**src/rtl/stage_id_pipe.sv**
```systemverilog
// stage_id_pipe: decode stage with register file, load-use hazard detection and ID/EX register.
// Ports:
//   Clk, Rst                      rising-edge clock, asynchronous active-low reset
//   Instruction_in, InValid_in    instruction held in IF/ID and its valid flag
//   PCAddResult_in                PC+4 from IF/ID
//   Ctrl_in, ZeroExt_in           decoded control word and immediate extension mode
//   WriteRegister_in, WriteData_in, RegWrite_in   writeback port from WB
//   Flush_in                      squash the instruction currently in ID
//   Stall_out                     combinational request to hold PC and IF/ID
//   Valid_out, Ctrl_out, PCAddResult_out, ReadData1_out, ReadData2_out,
//   Imm_out, rs_out, rt_out, rd_out   ID/EX pipeline register contents
module stage_id_pipe #(
    parameter int DATA_W      = 32,
    parameter int NUM_REGS    = 32,
    parameter int CTRL_W      = 16,
    parameter int MEMREAD_BIT = 3
) (
    input  logic              Clk,
    input  logic              Rst,
    input  logic [31:0]       Instruction_in,
    input  logic              InValid_in,
    input  logic [DATA_W-1:0] PCAddResult_in,
    input  logic [CTRL_W-1:0] Ctrl_in,
    input  logic              ZeroExt_in,
    input  logic [4:0]        WriteRegister_in,
    input  logic [DATA_W-1:0] WriteData_in,
    input  logic              RegWrite_in,
    input  logic              Flush_in,
    output logic              Stall_out,
    output logic              Valid_out,
    output logic [CTRL_W-1:0] Ctrl_out,
    output logic [DATA_W-1:0] PCAddResult_out,
    output logic [DATA_W-1:0] ReadData1_out,
    output logic [DATA_W-1:0] ReadData2_out,
    output logic [DATA_W-1:0] Imm_out,
    output logic [4:0]        rs_out,
    output logic [4:0]        rt_out,
    output logic [4:0]        rd_out
);
    // Sized for the full 5-bit index space; entries at or above NUM_REGS are never written and
    // always read as 0, so they reduce to constants.
    logic [DATA_W-1:0] regFile [32];
    logic [4:0]        rs, rt, rd;
    logic [15:0]       imm16;
    logic [DATA_W-1:0] readData1, readData2, immExt;
    logic              wrHit, hz, issue;
    logic              unusedOpcode;

    assign rs           = Instruction_in[25:21];
    assign rt           = Instruction_in[20:16];
    assign rd           = Instruction_in[15:11];
    assign imm16        = Instruction_in[15:0];
    assign unusedOpcode = ^Instruction_in[31:26];

    assign wrHit = RegWrite_in && WriteRegister_in != 5'd0 && {27'd0, WriteRegister_in} < NUM_REGS;

    // Same-cycle writeback is forwarded so an ID read never sees the stale value.
    assign readData1 = (rs == 5'd0 || {27'd0, rs} >= NUM_REGS) ? '0 :
                       (wrHit && WriteRegister_in == rs) ? WriteData_in : regFile[rs];
    assign readData2 = (rt == 5'd0 || {27'd0, rt} >= NUM_REGS) ? '0 :
                       (wrHit && WriteRegister_in == rt) ? WriteData_in : regFile[rt];

    assign immExt = {{(DATA_W-16){ZeroExt_in ? 1'b0 : imm16[15]}}, imm16};

    // A load sitting in ID/EX whose destination is a source of the ID instruction.
    assign hz = InValid_in && Valid_out && Ctrl_out[MEMREAD_BIT] && rt_out != 5'd0 &&
                (rt_out == rs || rt_out == rt);

    // A flush discards the ID instruction anyway, so holding IF/ID would be pointless.
    assign Stall_out = hz && !Flush_in;
    assign issue     = InValid_in && !Flush_in && !hz;

    always_ff @(posedge Clk or negedge Rst) begin
        if (!Rst) begin
            for (int i = 0; i < 32; i++) regFile[i] <= '0;
        end else if (wrHit) begin
            regFile[WriteRegister_in] <= WriteData_in;
        end
    end

    // Data fields load unconditionally; a bubble is marked only by Valid_out/Ctrl_out.
    always_ff @(posedge Clk or negedge Rst) begin
        if (!Rst) begin
            Valid_out       <= 1'b0;
            Ctrl_out        <= '0;
            PCAddResult_out <= '0;
            ReadData1_out   <= '0;
            ReadData2_out   <= '0;
            Imm_out         <= '0;
            rs_out          <= '0;
            rt_out          <= '0;
            rd_out          <= '0;
        end else begin
            Valid_out       <= issue;
            Ctrl_out        <= issue ? Ctrl_in : '0;
            PCAddResult_out <= PCAddResult_in;
            ReadData1_out   <= readData1;
            ReadData2_out   <= readData2;
            Imm_out         <= immExt;
            rs_out          <= rs;
            rt_out          <= rt;
            rd_out          <= rd;
        end
    end
endmodule
```
**config.mk**
```make
export PLATFORM = sky130hd
export DESIGN_NAME = stage_id_pipe
export DESIGN_NICKNAME = d
export VERILOG_FILES = /design/src/rtl/stage_id_pipe.sv
export SDC_FILE = /design/constraint.sdc
export NUM_CORES = 2
export LEC_CHECK = 0
export CORE_MARGIN = 2
export CORE_UTILIZATION = 55
export DETAILED_ROUTE_END_ITERATION = 16
export PLACE_DENSITY = 0.74
export SYNTH_ARGS = -nofsm -noshare
export SYNTH_HDL_FRONTEND = slang
export SYNTH_SLANG_ARGS = --single-unit
```
**constraint.sdc**
```tcl
create_clock -name Clk -period 2.2 [get_ports Clk]
set_input_delay 0.44 -clock Clk [delete_from_list [all_inputs] [get_ports Clk]]
set_output_delay 0.44 -clock Clk [all_outputs]
set_load 0.03 [all_outputs]
```
# --- After elaboration in Yosys (flattened, before gate mapping) ---
# Index checks and enable logic that the tools add are counted.
totals:
  romBits: 0
  latch_bits: 0
  ram_bits: 0
  regBits: 1169
  mem_count: 0
  out_inout_bits: 161
classes:
  muxes: 15
  bitwise: 3
  n_eq_ne: 4
  add_sub_neg: 0
  div: 0
  order_cmp: 4
  n_reduce_logical: 18
  n_mul: 0
  n_shift: 0
op_table:
  columns: ["operator", "n"]
  rows:
  - ["bitwise mux 1024 bit", 1]
  - ["binary-select mux 32 bit (select 5 bit)", 2]
  - ["2-to-1 mux 32 bit", 9]
  - ["demux 32 bit (select 5 bit)", 1]
  - ["equality test 5 bit", 4]
  - ["greater-or-equal comparator 6 bit, second input constant", 3]
  - ["NOT 5 -> 6 bit", 3]
  - ["2-to-1 mux 16 bit", 1]
  - ["logical AND 1 bit", 11]
  - ["logical NOT 5 bit", 2]
  - ["nonzero test 5 bit", 2]
  - ["< comparator 6 x 1 -> 1 bit, second input constant", 1]
  - ["logical NOT 1 bit", 2]
  - ["logical OR 1 bit", 1]
  - ["2-to-1 mux 1 bit", 1]

# --- Logic depth before layout (Yosys ltp) ---
depth:
  word_depth: 7
  mapped_depth: 9

# --- Least setup slack after synthesis ---
# OpenSTA, ideal clock, no wires.
synth_path:
  path_type: "input port to output port"
  startpoint: "input Instruction_in[16]"
  endpoint: "output Stall_out"
  n_path_buf: 2
  stages: 7
  path_slack_ps: 165
  arrival_time_ps: 1595
  required_time_ps: 1760
  cell_sequence: "buf_2 > buf_2 > xnor2_1 > nand3_1 > o22ai_1 > nand2_1 > nor2_1"
synth_via:
  elab_chain_cells: 4
synth_rtl:
  columns: ["item", "line_no", "source"]
  rows:
  - ["start, declared", "20", "input logic [31:0] Instruction_in,"]
  - ["equality test 5 bit", "67", "(rt_out == rs || rt_out == rt);"]
  - ["logical OR 1 bit", "67", null]
  - ["logical AND 1 bit", "66", "assign hz = InValid_in && Valid_out && Ctrl_out[MEMREAD_BIT] && rt_out != 5'd0 &&"]
  - ["logical AND 1 bit", "70", "assign Stall_out = hz && !Flush_in;"]
  - ["end, declared", "29", "output logic Stall_out,"]
# Every way passes these cells.

# --- Final worst setup path ---
layout_path:
  startpoint: "register rt_out[4]"
  endpoint: "output Stall_out"
layout_via:
  elab_chain_cells: 4
  elab_cells_between_ends: 7
  cone_classes: "eq/ne: 2; reduce/logical: 5"
layout_rtl:
  columns: ["item", "line_no", "source"]
  rows:
  - ["start, declared", "37", "output logic [4:0] rt_out,"]
  - ["start signal, assigned", "101", "rt_out <= rt;"]
  - ["equality test 5 bit / nonzero test 5 bit (equally long branches)", "67, 66", null]
  - ["logical OR 1 bit / logical AND 1 bit (equally long branches)", "67, 66", null]
  - ["logical AND 1 bit *", "66", null]
  - ["logical AND 1 bit *", "70", null]
# Mark *: on every way between the ends. The rest lies on a longest branch, timed or not.

==> flow_summary.ini <==
[drt]
post-route-drc-count = 0
num_vias = 38900
first_iter_violations = 4021
routed_wl_um = 180000
vias_per_cell = 6.72
drt_pass1_iterations = 5
ant_nets = 0
wl_per_cell_um = 31.1

[timing]
drv_slew = 0
rsz0062_at_grt = yes
fin_crit_sh = 1.26
finalCriticalPeriod_ps = 2760
finalSetupViolCount = 1
hold_viol_final = 0
finalClockSkew_ps = 32.2
worst_slew_pin_slew_ps = 803
relSlewSlack = 0.464
fin_ws_ps = -563
clock.fmax_mhz = 362

[floorplan]
std_cell_rows = 120
start_util = 0.553
core_area_sq_um = 107000
chipHeight_um = 332
die-width_um = 332
design.die.area_sq_um = 110000
io_pins = 284

[synth]
avgSynthCellArea_sq_um = 15.3
synth_area_sq_um = 59100
yosys-top-cells-area = dfrtp_1, mux4_2, mux2_2
synth_seq_cells = 1164
yosysSeqAreaShare = 0.493
synthArstFlopShare = 1.00
syn-num-nets = 3989
yosys.cell_types.count = 51
yosysWarnings = 0
synth_edf_count = 0
syn_inst = 3866
yosysTopAreaCell = dfrtp_1
synth_top_flop_cell = dfrtp_1
synth_top_area_share = 0.493

[min_path]
hold_path.class = in2reg
holdPathStages = 2

[critical_path]
critPathMaxFanout = 3
reg2reg_depth = 8
start_kind = flip-flop
crit_path_end_kind = output port
cp.required_ps = 1760
crit_arrival_ps = 2320
worstSetupPathType = reg2out

[clock_network]
cts.sinks = 1164
cts_tree = done
cts.htree.levels = 3
clkTransAtPathRegs_ps = 60
cts_buffer_depth = 3
cts-buffers-inserted = 121
clk_latency_ps = 730
cts-root-buf = clkbuf_16

[power]
p_total_mw = 62.3
power_density_nw_per_um2 = 872
ir_drop_mv = 0.691
p_int_mw = 45.3
power_frac_comb = 0.213
swShare = 0.274
p_sw_mw = 17.0
pwr-share-clk = 0.336
seq_power_share = 0.451
p_leak_nw = 31.6

[grt]
antenna_found_initial = 4
track_usage = 0.330
grt_max_degree = 105
grt_pass1_wl_um = 269000
grt_remaining_overflow = 0
grt_pass1_vias = 41000

[placement]
post_dp_cell_area_sq_um = 67200
io_buffers = 277
dp_slack_ps = -1180
globalplace.congestion = 0.877
hpwl_um = 118000

[flow_run]
cap_violations = 0

[run_status]
run_status = finished with violations
failed_checks = setup timing

[finish]
layout.nets = 4409
final_area_sq_um = 71400
area_growth_pct = 20.8
fin_util = 0.668
drive_gt1_frac = 0.497
==> metal layers <==
metal / part of all wire / track usage / vias up
li1: - / - / 15600
met1: 0.39 / 0.449 / 20800
met2: 0.48 / 0.523 / 1988
met3: 0.090 / 0.0705 / 482
met4: 0.043 / 0.136 / 2
met5: 0.000067 / 0 / -
==> synthesized netlist by cell type, types with 2 or more instances <==
| cell type | instances |
|---|---|
| nor2_1 | 170 |
| nor3b_1 | 2 |
| buf_6 | 17 |
| inv_1 | 4 |
| a31o_2 | 2 |
| clkbuf_1 | 176 |
| and3b_1 | 2 |
| mux2_2 | 930 |
| o31ai_1 | 33 |
| or3_1 | 2 |
| o22ai_1 | 158 |
| nor3_1 | 55 |
| buf_2 | 143 |
| dfrtp_1 | 1164 |
| mux2_1 | 47 |
| mux4_2 | 511 |
| xor2_1 | 6 |
| and2_1 | 16 |
| nor3b_2 | 2 |
| nand3_1 | 7 |
| a31oi_1 | 2 |
| nand3b_1 | 4 |
| or2_1 | 2 |
| nor3_2 | 12 |
| nor2_2 | 8 |
| nor2b_1 | 2 |
| xnor2_1 | 14 |
| a21oi_1 | 2 |
| buf_1 | 6 |
| nand2b_1 | 5 |
| o21ai_0 | 15 |
| nand2_1 | 37 |
| buf_4 | 101 |
| mux2i_1 | 192 |
==> power groups by stage <==
stage / Clock [mW] / Combinational [mW] / Sequential, mW
floorplan: 0 / 8.86 / 27.8
global placement: 0 / 13.0 / 28.0
detailed placement: 0 / 13.3 / 28.3
CTS: 21.2 / 13.3 / 28.0
global route: 22.0 / 14.1 / 28.5
finish: 20.9 / 13.3 / 28.1
==> logic make-up (layout without fill, tap and decap cells) <==
kind of cell              Yosys count  in the layout  share of synthesized area
xor gates and xnor gates           20             20                    0.00296
buffers and inverters             450            967                     0.0402
and+or+nand+nor                   335            335                     0.0270
other                               0              3                          0
DFF                              1164           1164                      0.493
AOI/OAI and AO/OA                 217            217                     0.0239
muxes                            1680           1680                      0.413
==> registers in the layout, summed over array words and instances (netlist names) <==
signal	cells
Ctrl_out	16
PCAddResult_out	32
ReadData1_out	32
Valid_out	1
regFile	1024
rs_out	5
rt_out	5
ReadData2_out	32
Imm_out	17
==> worst max-delay path, stage by stage, from the launching register on <==
cell	delay (ps)
dfrtp_2	450
buf_6	150
xnor2_4	170
nand3_4	130
o22ai_4	200
buf_12	180
nand2_4	60
nor2_4	120
buf_12	120
==> final cells by class <==
cell class | count | area [sq um]
clock buffers | 181 | 3510
well taps | 1403 | 1760
inverters | 5 | 18.8
diodes | 3 | 7.51
flip-flops and latches | 1164 | 29100
repair buffers | 742 | 8500
fillers | 7413 | 35500
multi-input cells | 2252 | 28000
clock inverters | 39 | 514
==> repair_timing <==
action                                 4_1_cts  5_1_grt
setup endpoints to repair                  130        9
gates resized for setup                    140        7
pin swaps                                    7        0
buffers inserted                             5        3
endpoints found under the hold margin      173        0
hold buffers                                 6        0
==> metrics by stage <==
step                      setup TNS (ps)  hold slack (ps)  cells
after floorplan                        0              144   3866
after detailed placement         -383710              359   5553
after global routing                -589             65.0   5786
after CTS                           -520             44.6   5783
after global placement           -366950              360   5553
final                               -563             77.4   5789
==> layout by cell type (no fill, tap or decap), types with 6 or more instances in the layout <==
| master | synthesis | routed |
|---|---|---|
| dfrtp_1 | 1164 | 1159 |
| mux2_2 | 930 | 930 |
| mux4_2 | 511 | 511 |
| buf_4 | 101 | 274 |
| mux2i_1 | 192 | 192 |
| buf_12 | 0 | 185 |
| nor2_1 | 170 | 160 |
| o22ai_1 | 158 | 157 |
| clkdlybuf4s50_1 | 0 | 148 |
| clkbuf_16 | 0 | 122 |
| dlygate4sd2_1 | 0 | 111 |
| nor3_1 | 55 | 55 |
| mux2_1 | 47 | 47 |
| clkbuf_1 | 176 | 35 |
| o31ai_1 | 33 | 32 |
| clkbuf_8 | 0 | 27 |
| nand2_1 | 37 | 19 |
| clkinv_2 | 0 | 18 |
| nor2_4 | 0 | 17 |
| and2_1 | 16 | 16 |
| o21ai_0 | 15 | 15 |
| nand2_2 | 1 | 13 |
| nor3_2 | 12 | 12 |
| bufinv_16 | 0 | 10 |
| xnor2_1 | 14 | 9 |
| dlymetal6s2s_1 | 0 | 7 |
| nand3_1 | 7 | 6 |
| nand2_4 | 0 | 6 |
| dlygate4sd3_1 | 0 | 6 |
==> path summary, 6_finish.rpt <==
path                       slack, ps               start                 to
setup / recovery                -560           rt_out[4]          Stall_out
hold / removal                    80  Instruction_in[22]          rs_out[1]
setup reg to reg                 320           rt_out[0]        Ctrl_out[0]
hold reg to reg                  390       regFile[1009]      regFile[1009]
max in group asynchronous        980                 Rst  ReadData2_out[23]
min in group asynchronous        210                 Rst         Imm_out[5]
Power figures use the tool's default switching activity.
